===== config.mk =====
export PLATFORM = sky130hd
export DESIGN_NAME = window_scan_ctrl
export DESIGN_NICKNAME = d
export VERILOG_FILES = /design/src/rtl/window_ctrl_pkg.sv /design/src/rtl/mod_counter.sv /design/src/rtl/window_scan_ctrl.sv
export SDC_FILE = /design/constraint.sdc
export NUM_CORES = 1
export LEC_CHECK = 0
export BUFFER_PORTS_ARGS = -buffer_cell sky130_fd_sc_hd__buf_2
export CAP_MARGIN = 20
export CORE_AREA = 2 2 68 70
export DETAILED_ROUTE_END_ITERATION = 7
export DIE_AREA = 0 0 70 72
export GPL_TIMING_DRIVEN = 0
export RECOVER_POWER = 50
export SYNTH_ARGS = -nofsm -noshare
export SYNTH_HDL_FRONTEND = slang
export SYNTH_HIERARCHICAL = 1
export SYNTH_SLANG_ARGS = --single-unit

===== constraint.sdc =====
create_clock -name clk -period 2.1 [get_ports clk]
set_clock_uncertainty 0.05 [all_clocks]
set_input_delay 0.315 -clock clk [delete_from_list [all_inputs] [get_ports clk]]
set_output_delay 0.315 -clock clk [all_outputs]
set_load 0.05 [all_outputs]

===== src/rtl/window_ctrl_pkg.sv =====
// Shared types and helpers for the 3x3 window scan controller.
package window_ctrl_pkg;

  // Default frame geometry for the Sobel front end.
  localparam int DEF_WORD_SIZE   = 8;
  localparam int DEF_ROW_SIZE    = 10;
  localparam int DEF_NUM_ROWS    = 10;
  localparam int DEF_BUFFER_SIZE = 3;

  typedef enum logic [1:0] {
    IDLE = 2'd0,
    FILL = 2'd1,
    RUN  = 2'd2,
    DONE = 2'd3
  } ctrl_state_t;

  // Counter width able to hold 0..n-1 (at least one bit).
  function automatic int cnt_w(input int n);
    return (n > 1) ? $clog2(n) : 1;
  endfunction

  // Distance from the newest pixel of a window to its centre, per axis.
  function automatic int centre_off(input int b);
    return (b - 1) / 2;
  endfunction

endpackage


===== src/rtl/mod_counter.sv =====
// Modulo-MAX counter with synchronous clear and a wrap strobe.
// wrap is high in the cycle where an enabled count leaves MAX-1.
module mod_counter
  import window_ctrl_pkg::*;
#(
  parameter int MAX = 10
) (
  input  logic                  clk,
  input  logic                  reset,
  input  logic                  clr,
  input  logic                  en,
  output logic [cnt_w(MAX)-1:0] count,
  output logic                  wrap
);

  localparam int W = cnt_w(MAX);
  localparam logic [W-1:0] LAST = W'(MAX - 1);

  logic [W-1:0] r_count;

  assign count = r_count;
  assign wrap  = en & (r_count == LAST);

  // Count enabled events, restarting at zero on clear or after MAX-1.
  always_ff @(posedge clk) begin
    if (reset) begin
      r_count <= '0;
    end else if (clr) begin
      r_count <= '0;
    end else if (en) begin
      r_count <= wrap ? '0 : (r_count + W'(1));
    end else begin
      r_count <= r_count;
    end
  end

endmodule


===== src/rtl/window_scan_ctrl.sv =====
// Frame sequencer for the sliding-window line buffer feeding the Sobel
// stage: forwards pixels with a shift strobe, tracks raster position,
// flags complete windows and brackets each frame with clear/done.
module window_scan_ctrl
  import window_ctrl_pkg::*;
#(
  parameter int WORD_SIZE   = DEF_WORD_SIZE,
  parameter int ROW_SIZE    = DEF_ROW_SIZE,
  parameter int NUM_ROWS    = DEF_NUM_ROWS,
  parameter int BUFFER_SIZE = DEF_BUFFER_SIZE
) (
  input  logic                       clk,
  input  logic                       reset,
  input  logic                       start,
  input  logic                       in_valid,
  output logic                       in_ready,
  input  logic [WORD_SIZE-1:0]       in_pixel,
  output logic [WORD_SIZE-1:0]       px_out,
  output logic                       shift_en,
  output logic                       clear_window,
  input  logic                       out_ready,
  output logic                       win_valid,
  output logic [cnt_w(NUM_ROWS)-1:0] win_row,
  output logic [cnt_w(ROW_SIZE)-1:0] win_col,
  output logic                       busy,
  output logic                       frame_done
);

  localparam int ROW_W = cnt_w(NUM_ROWS);
  localparam int COL_W = cnt_w(ROW_SIZE);

  // First row/column at which the window is fully populated.
  localparam logic [ROW_W-1:0] ROW_QUAL = ROW_W'(BUFFER_SIZE - 1);
  localparam logic [COL_W-1:0] COL_QUAL = COL_W'(BUFFER_SIZE - 1);
  // Newest pixel sits (BUFFER_SIZE-1)/2 past the window centre.
  localparam logic [ROW_W-1:0] ROW_OFF  = ROW_W'(centre_off(BUFFER_SIZE));
  localparam logic [COL_W-1:0] COL_OFF  = COL_W'(centre_off(BUFFER_SIZE));

  ctrl_state_t      r_state;
  ctrl_state_t      w_state_nxt;
  logic             r_clear;
  logic             r_frame_done;
  logic             r_win_valid;
  logic [ROW_W-1:0] r_win_row;
  logic [COL_W-1:0] r_win_col;

  logic [ROW_W-1:0] w_row;
  logic [COL_W-1:0] w_col;
  logic             w_col_wrap;
  logic             w_row_wrap;
  logic             w_in_ready;
  logic             w_accept;
  logic             w_qualify;
  logic             w_start;
  logic             w_frame_end;

  // A new frame only begins from IDLE; start elsewhere is ignored.
  assign w_start     = (r_state == IDLE) & start;
  // Stall while the window is being cleared or an unconsumed window would be overwritten.
  assign w_in_ready  = ((r_state == FILL) | (r_state == RUN)) & ~r_clear
                       & (~r_win_valid | out_ready);
  assign w_accept    = in_valid & w_in_ready;
  // Both axes past the fill margin: no border window and no row-wrap straddle.
  assign w_qualify   = (w_row >= ROW_QUAL) & (w_col >= COL_QUAL);
  assign w_frame_end = (r_state == DONE) & ~r_win_valid;

  mod_counter #(.MAX(ROW_SIZE)) u_col_cnt (
    .clk   (clk),
    .reset (reset),
    .clr   (w_start),
    .en    (w_accept),
    .count (w_col),
    .wrap  (w_col_wrap)
  );

  // Row wrap only fires on the last pixel of the frame, so it marks frame end.
  mod_counter #(.MAX(NUM_ROWS)) u_row_cnt (
    .clk   (clk),
    .reset (reset),
    .clr   (w_start),
    .en    (w_col_wrap),
    .count (w_row),
    .wrap  (w_row_wrap)
  );

  assign px_out       = in_pixel;
  assign shift_en     = w_accept;
  assign in_ready     = w_in_ready;
  assign clear_window = r_clear;
  assign frame_done   = r_frame_done;
  assign win_valid    = r_win_valid;
  assign win_row      = r_win_row;
  assign win_col      = r_win_col;
  assign busy         = (r_state != IDLE);

  // Next-state decode for the frame sequencer.
  always_comb begin
    w_state_nxt = r_state;
    case (r_state)
      IDLE: begin
        if (start) w_state_nxt = FILL;
        else       w_state_nxt = IDLE;
      end
      FILL: begin
        if (w_row_wrap)                w_state_nxt = DONE;
        else if (w_accept & w_qualify) w_state_nxt = RUN;
        else                           w_state_nxt = FILL;
      end
      RUN: begin
        if (w_row_wrap) w_state_nxt = DONE;
        else            w_state_nxt = RUN;
      end
      DONE: begin
        if (!r_win_valid) w_state_nxt = IDLE;
        else              w_state_nxt = DONE;
      end
      default: w_state_nxt = IDLE;
    endcase
  end

  // State register plus the one-cycle clear and done pulses.
  always_ff @(posedge clk) begin
    if (reset) begin
      r_state      <= IDLE;
      r_clear      <= 1'b0;
      r_frame_done <= 1'b0;
    end else begin
      r_state      <= w_state_nxt;
      r_clear      <= w_start;
      r_frame_done <= w_frame_end;
    end
  end

  // Window flag and centre coordinates, one cycle behind the qualifying accept.
  always_ff @(posedge clk) begin
    if (reset) begin
      r_win_valid <= 1'b0;
      r_win_row   <= '0;
      r_win_col   <= '0;
    end else if (w_accept & w_qualify) begin
      r_win_valid <= 1'b1;
      r_win_row   <= w_row - ROW_OFF;
      r_win_col   <= w_col - COL_OFF;
    end else if (out_ready) begin
      r_win_valid <= 1'b0;
      r_win_row   <= r_win_row;
      r_win_col   <= r_win_col;
    end else begin
      r_win_valid <= r_win_valid;
      r_win_row   <= r_win_row;
      r_win_col   <= r_win_col;
    end
  end

endmodule


==> results by group <==
Critical path
  – Worst EP arrival: 2.12 ns
  – Critical path type: flip-flop to flip-flop
  – Slowest-stage cell, CP: dfxtp_1
  – Worst path required time: 2.23 ns
  – CP Capture Type: flip-flop
  – Crit-path cells: inv_1 -> ha_1 -> nand4b_4 -> inv_8 -> nand4b_1 -> inv_2 -> nand4b_1 -> inv_1 -> a211oi_1 -> a211oi_2
  – Delay-heaviest family, CP: simple AND/OR/NAND/NOR gates
  – Bufs and invs on worst path: 4
  – CP Max Fanout: 10
  – CP Launch Type: flip-flop
  – CP max stage delay: 0.37 ns

Global route
  – First-pass GRT wire length: 4040 um
  – Largest net degree at the start of global routing: 18
  – Gr usage total: 9.64%
  – Global route overflow: 0
  – Initial antenna violation count: 0
  – Number of global-route vias before repair: 950

Power and ir drop
  – Power, Total: 784 uW
  – Leak pwr: 0.580 nW
  – Pwr dens: 517 nW/um2
  – Maximum vdd drop: 0.315 mV

STA
  – Max_slew headroom: 60.1%
  – Worst-Margin Slew: 0.600 ns
  – Fin worst setup slack: 0.107 ns
  – Final setup vio count: 0
  – Period utilization: 94.9%
  – Fin. max-slew vios: 0
  – Final hold vios: 0
  – Fin crit period: 1.99 ns
  – Fmax: 0.502 GHz
  – Hold Slack: 0.257 ns

Synth
  – Yosys reg bits: 21
  – Syn_area_per_cell: 9.79 um2
  – Post-synth EDFFs: 0
  – Ranking of synthesized cells by area: dfxtp_1 33%, ha_1 13%, a211oi_2 8.9%, buf_4 4.8%, a21oi_1 4.0%
  – Unique masters post-synth: 33
  – Primary FF master, synth: dfxtp_1
  – Synth warn: 6
  – Mapped Cells: 129
  – Async set or reset register ratio after synthesis: 0%
  – Area of the mapped netlist: 1260 um2
  – Sequential share of the synthesized area: 33.3%
  – Syn_nets: 155
  – Top cell type's share of synthesized area: 33.3%
  – Cell type with the largest total area after synthesis: dfxtp_1

Drt
  – DR pass1 iterations: 3
  – Iter 0 DRT Violations: 16
  – Detailed-route via count: 985
  – DRT antenna net count: 0
  – Wirelength per Cell: 10.8 um
  – Vias per inst: 4.58
  – Total wire length: 2330 um
  – DRC Markers: 0

Finish
  – Multi-input gate area: 732 um2
  – Final std cells w/o fill: 215
  – Post-layout util: 35.6%
  – Reg area: 420 um2
  – Final net count: 190
  – Area Overhead vs Synth: 20.1%
  – Antenna Cells: 0
  – Layout cell share with drive strength beyond 1: 25.8%
  – Filler cell count: 450

Placed design
  – DP Cell Count: 207
  – Port buffer count: 26
  – HPWL after detailed placement: 1740 um
  – GP Congestion: 0.746
  – Setup WS pre-CTS: -0.101 ns

Hold path
  – HP Class: input pin to flip-flop

Clock tree
  – CTS tree: done
  – CTS Hold Buffers Added: 0
  – Clock latency on the worst-skew pair: 0.25 ns
  – H-tree depth: 1
  – Longest Clk Path Bufs: 2
  – CTS Buf Count: 3
  – Clk root buf: clkbuf_8
  – CTS clk-pin slew, worst paths: 0.07 ns
  – TritonCTS Sinks: 21

Die
  – Initial Utilization: 29.6%
  – Row cnt: 24
  – Die Area: 5040 um2
  – I/O pins: 35
  – Chip width: 70 um
  – Die span in y: 72 um
  – Placeable Area: 4260 um2

Status
  – Status: finished clean

Flow run
  – Max-Cap Viols: 0
-- cell usage after synthesis (2+ instances only) --
cell      number
dfxtp_1       21
ha_1          13
inv_1         11
a21oi_1       10
a211oi_2       9
buf_4          8
nand2_1        8
nor2_1         7
nand2b_1       4
xnor2_1        4
xor2_1         4
a211oi_1       2
a21boi_0       2
nand3b_1       2
nand4_1        2
nand4b_1       2
nor3_1         2
nor4_4         2
o22ai_1        2
-- cells in the final DEF, fill, tap and decap left out, types with 3 or more instances in the layout --
| cell | synthesis | final |
|---|---|---|
| inv_1 | 11 | 10 |
| buf_4 | 8 | 12 |
| nor2_1 | 7 | 7 |
| buf_2 | 1 | 8 |
| xor2_1 | 4 | 4 |
| a21oi_1 | 10 | 10 |
| nand2b_1 | 4 | 4 |
| clkbuf_1 | 0 | 20 |
| ha_1 | 13 | 13 |
| xnor2_1 | 4 | 4 |
| clkbuf_8 | 0 | 3 |
| dfxtp_1 | 21 | 21 |
| nand2_1 | 8 | 8 |
| a211oi_2 | 9 | 9 |
-- worst reg2reg max path, stage by stage, from the launching register on --
cell and delay (ns):
dfxtp_1 0.37, inv_1 0.09, ha_1 0.34, nand4b_4 0.18, inv_8 0.13, nand4b_1 0.17, inv_2 0.10, nand4b_1 0.15
inv_1 0.11, a211oi_1 0.06, a211oi_2 0.19
-- worst paths after layout --
kind | cells after the start | end | start | slack, ns
setup reg to reg | 10 | r_state[0] | r_state[0] | 0.11
hold reg to reg | 1 | frame_done | win_valid | 0.51
hold / removal | 2 | clear_window | reset | 0.26
setup / recovery | 10 | r_state[0] | r_state[0] | 0.11
-- timing repair --
| action | in CTS | in global routing |
|---|---|---|
| setup buffers | 1 | 3 |
| pin swaps | 0 | 2 |
| setup endpoints to repair | 3 | 3 |
| resized for setup | 2 | 1 |
-- registers in the layout, indices dropped and copies added, names as in the netlist --
name / count
clear_window: 1
frame_done: 1
r_state: 2
u_col_cnt/count: 4
u_row_cnt/count: 4
win_col: 4
win_row: 4
win_valid: 1
-- per-layer routing --
metal | up-vias | share of wire, % | global-route usage, %
met2 | 25 | 47 | 17.1
met3 | 4 | 4.8 | 1.81
li1 | 503 | - | -
met5 | - | 0 | 0
met4 | 0 | 0.90 | 3.21
met1 | 453 | 47 | 11.8
-- layout make-up --
type                            count  share of cell area [%]
Timing Repair Buffer               30                    8.99
Buffer                              9                    4.29
Tap cell                           52                    4.29
Inverter                           12                    3.47
Sequential cell                    21                    27.7
Clock buffer                        4                    2.97
Multi-Input combinational cell     87                    48.3
-- kinds of logic (layout without fill, tap and decap cells) --
kind of cell / count (synthesis) / count (layout) / share of synthesized area (%)
flip-flops: 21 / 21 / 33.3
buffers and inverters: 21 / 55 / 8.72
AO/OA/AOI/OAI: 27 / 27 / 17.6
adder cells (fa/ha/maj): 13 / 13 / 12.9
multiplexers: 1 / 1 / 0.793
AND/OR/NAND/NOR: 38 / 38 / 21.1
XOR/XNOR: 8 / 8 / 5.55
-- where the power goes --
part           internal [mW]  switching (mW)  leakage [nW]  total, mW
logic                 0.0394          0.0835         0.388      0.123
registers              0.401         0.00326         0.170      0.404
clock network          0.135           0.122        0.0228      0.257
total                  0.575           0.209         0.580      0.784
-- per-stage QoR --
step                      TNS [ns]  cell area (um2)
after floorplan                  0             1260
after global placement     -0.0757             1460
after detailed placement    -0.173             1460
after CTS                        0             1520
after global routing      -0.00388             1520
final                            0             1520
Note: power is estimated with default switching activity, not from simulation.
